==> src/rtl/seq_addsub.sv <==
// seq_addsub: multi-cycle WIDTH-bit add/subtract, CHUNK bits per clock with a registered ripple carry
// Ports: clk, rst_n (async, active low); in_valid/in_ready + a, b, sub accept an operation;
//        out_valid/out_ready hand over sum, c_out (no-borrow for sub) and overflow (signed).
module seq_addsub #(
  parameter int WIDTH = 16,
  parameter int CHUNK = 4
) (
  input  logic             clk,
  input  logic             rst_n,
  input  logic             in_valid,
  output logic             in_ready,
  input  logic [WIDTH-1:0] a,
  input  logic [WIDTH-1:0] b,
  input  logic             sub,
  output logic             out_valid,
  input  logic             out_ready,
  output logic [WIDTH-1:0] sum,
  output logic             c_out,
  output logic             overflow
);
  localparam int NCHUNK = WIDTH / CHUNK;
  localparam int CW = NCHUNK > 1 ? $clog2(NCHUNK) : 1;
  if (WIDTH % CHUNK != 0) begin : g_chk
    $error("seq_addsub: WIDTH must be a multiple of CHUNK");
  end
  typedef enum logic [1:0] {IDLE, RUN, DONE} state_t;
  state_t           state_q;
  logic [WIDTH-1:0] a_q, b_q, sum_q;
  logic [CW-1:0]    cnt_q;
  logic             carry_q, c_out_q, ovf_q, out_valid_q;
  logic [CHUNK-1:0] a_ch, b_ch, slice_d;
  logic             carry_d, ovf_d, last;
  always_comb begin
    a_ch = a_q[cnt_q*CHUNK +: CHUNK];
    b_ch = b_q[cnt_q*CHUNK +: CHUNK];
    {carry_d, slice_d} = {1'b0, a_ch} + {1'b0, b_ch} + (CHUNK+1)'(carry_q);
    // carry into the MSB is recovered from the MSB sum bit and its operand bits
    ovf_d = carry_d ^ slice_d[CHUNK-1] ^ a_ch[CHUNK-1] ^ b_ch[CHUNK-1];
    last = cnt_q == CW'(NCHUNK - 1);
  end
  always_ff @(posedge clk or negedge rst_n) begin
    if (!rst_n) begin
      state_q     <= IDLE;
      a_q         <= '0;
      b_q         <= '0;
      sum_q       <= '0;
      cnt_q       <= '0;
      carry_q     <= 1'b0;
      c_out_q     <= 1'b0;
      ovf_q       <= 1'b0;
      out_valid_q <= 1'b0;
    end else begin
      case (state_q)
        IDLE: if (in_valid) begin
          a_q     <= a;
          b_q     <= sub ? ~b : b;
          carry_q <= sub;
          cnt_q   <= '0;
          state_q <= RUN;
        end
        RUN: begin
          sum_q[cnt_q*CHUNK +: CHUNK] <= slice_d;
          carry_q <= carry_d;
          cnt_q   <= cnt_q + CW'(1);
          if (last) begin
            c_out_q     <= carry_d;
            ovf_q       <= ovf_d;
            out_valid_q <= 1'b1;
            state_q     <= DONE;
          end
        end
        DONE: if (out_ready) begin
          out_valid_q <= 1'b0;
          state_q     <= IDLE;
        end
        default: state_q <= IDLE;
      endcase
    end
  end
  // reset forces IDLE, so in_ready must also be masked while rst_n is low
  assign in_ready  = rst_n && state_q == IDLE;
  assign out_valid = out_valid_q;
  assign sum       = sum_q;
  assign c_out     = c_out_q;
  assign overflow  = ovf_q;
endmodule

==> config.mk <==
export PLATFORM = sky130hd
export DESIGN_NAME = seq_addsub
export DESIGN_NICKNAME = d
export VERILOG_FILES = /design/src/rtl/seq_addsub.sv
export SDC_FILE = /design/constraint.sdc
export NUM_CORES = 1
export LEC_CHECK = 0
export CAP_MARGIN = 20
export CORE_UTILIZATION = 35
export CTS_BUF_LIST = sky130_fd_sc_hd__clkbuf_8
export DETAILED_ROUTE_END_ITERATION = 6
export GPL_ROUTABILITY_DRIVEN = 0
export SETUP_SLACK_MARGIN = 0.1
export SLEW_MARGIN = 20
export SYNTH_ARGS = -nofsm -noshare
export SYNTH_HDL_FRONTEND = slang
export SYNTH_SLANG_ARGS = --single-unit
==> constraint.sdc <==
create_clock -name clk -period 8.4 [get_ports clk]
set_input_delay 2.52 -clock clk [delete_from_list [all_inputs] [get_ports clk]]
set_output_delay 2.52 -clock clk [all_outputs]
set_load 0.01 [all_outputs]
==> results.toml <==
[global_route]
antenna_found_initial = 0
grt_pass1_wl_mm = 8.63
grt_max_degree = 57
grt_pass1_vias = 1836
grt_use_total_pct = 14.4
overflow = 0

[route]
final_antenna_net_count = 0
route.detailed.drc = 0
drt-pass1-iter-count = 4
drt_iter0_drc = 84
via_per_inst = 4.84
routed_wl_mm = 5.01
vias = 1794
wl_per_cell_um = 13.5

[floorplanning]
die_w_um = 89.3
die_area_um2 = 7970
die_y_um = 89.3
pin_count = 57
num_rows = 31
start_util_pct = 36.6
core_um2 = 7290

[synthesis]
synth_top_area_share_pct = 52.6
async_flop_share_pct = 100
yosysWarnings = 0
synthCells = 216
ys_ff_latch = 56
ys_types = 28
synth_ff_type = "dfrtp_1"
synth-simple-area-share_pct = 7.56
avgSynthCellArea_um2 = 12.3
synth_fp_nets = 264
synthAdderAreaFrac_pct = 5.73
syn-cell-area_um2 = 2670
synth_top_family_by_area = "multiplexers"
muxShareOfSynthArea_pct = 13.5
yosysMostFrequentCell = "dfrtp_1"
yosys-top-cells-area = "dfrtp_1, mux2_2, mux4_2"
yosys.area_share.xor_xnor_pct = 7.09
synth-edff-count = 0
synth_compound_area_share_pct = 11.1
synth.largest_area_cell = "dfrtp_1"
synth_common_cells = "dfrtp_1, nor2_1, a21oi_1"
synth-seq-area-share_pct = 52.6

[timing]
whs_ns = 0.492
fin_crit_ns = 5.88
hold_viol_final = 0
grt_setup_unrepaired = "no"
report.final.slew_viol_count = 0
setup_viol = 0
relSlewSlack_pct = 42.1
setup-tns-final_ns = 0
worst_slew_pin_slew_ns = 0.866
skew_ns = 0.00527
fin_crit_sh_pct = 70.0
fmax_ghz = 0.170

[clock_network]
cts_resized = 0
clkSinkCount = 56
insertion_delay_ns = 0.31
cts_root_buf = "clkbuf_8"
tritoncts = "built"
numCtsBuffers = 5
path_clk_slew_ns = 0.10
holdBufCountCts = 0
h-tree-depth = 2
cts.path.max_buffers = 2
cts_post_setup_buffers_inserted = 0

[placed_design]
hpwl_mm = 3.53
port_buffers = 56
placed_area_um2 = 3320

[finish]
drive_gt1_share_pct = 13.6
post-route-util_pct = 46.8
nets = 319
syn2layout_area_growth_pct = 28.0
antenna_cells = 0
finalInstanceArea_um2 = 3410

[power]
p_leak_nw = 1.39
powerDensity_nw_per_um2 = 408
irDropWorstVdd_mv = 0.226

[critical_path]
worst_setup_path_start_kind = "input pin"
crit_type = "input pin to output pin"
cp.required_ns = 5.88
setup.worst_path.end_class = "output pin"
cp.arrival_ns = 3.36
cp_max_fo = 2

[run_status]
status = "finished, final reports clean"

[worst_hold_path]
hold_path.class = "flip-flop to flip-flop"

[flow_run]
drv_cap = 0
metal layers:
layer / part of all wire, % / global-route usage (%) / up-vias
li1: - / - / 870
met3: 4.5 / 3.42 / 6
met5: 0 / 0 / -
met2: 48 / 24.6 / 46
met1: 46 / 18.7 / 872
met4: 1.0 / 3.46 / 0
sequential cells by signal, summed over array words and instances, names as in the netlist:
register,flops
overflow,1
carry_q,1
state_q,2
sum,16
cnt_q,2
a_q,16
out_valid,1
b_q,16
c_out,1
critical path, cell delays in order:
cell	delay (ns)
buf_2	0.10
nor3b_1	0.18
clkdlybuf4s50_1	0.56
layout make-up:
cell class	count	area, um^2
Fill cell	759	3880
Sequential cell	56	1400
Multi-Input combinational cell	145	1200
Timing Repair Buffer	58	571
Tap cell	99	124
Clock buffer	6	82.6
Inverter	5	18.8
Clock inverter	2	10.0
report_power, final:
part	internal (mW)	switching, mW
logic	0.383	0.379
clock network	0.0660	0.0839
registers	0.389	0.0910
total	0.839	0.554
path summary, 6_finish.rpt:
path                       slack [ns]  depth (start not counted)  startpoint        to
max                              2.52                          3       rst_n  in_ready
min                              0.49                          2      sum[6]    sum[6]
max reg2reg                      5.01                          8    cnt_q[0]  overflow
min reg2reg                      0.49                          2      sum[6]    sum[6]
max in group asynchronous        5.57                          2       rst_n    b_q[0]
min in group asynchronous        2.37                          2       rst_n    sum[1]
cell usage in the layout, fill, tap and decap left out, drive strengths merged, types with 3 or more instances in the layout:
master and n:
mux2 16, nor2 21, ha 9, mux4 8
clkbuf 6, nand2 17, o31ai 4, dfrtp 56
inv 5, a21oi 20, xnor2 19, buf 3
o21ai 6, clkdlybuf4s50 55, a22o 12
per-stage QoR:
step | setup WS, ns | std cells | power, mW
final | 2.52 | 371 | 1.39
after floorplan | 3.05 | 216 | 1.01
after CTS | 2.51 | 371 | 1.41
after global placement | 2.52 | 363 | 1.24
after global routing | 2.48 | 371 | 1.52
after detailed placement | 2.52 | 363 | 1.26
logic make-up after synthesis:
group           after synthesis
xor+xnor                     20
simple gates                 44
flops                        56
mux                          24
compound gates               46
buf+inv                      15
fa+ha+maj                    11
Power figures use the tool's default switching activity.
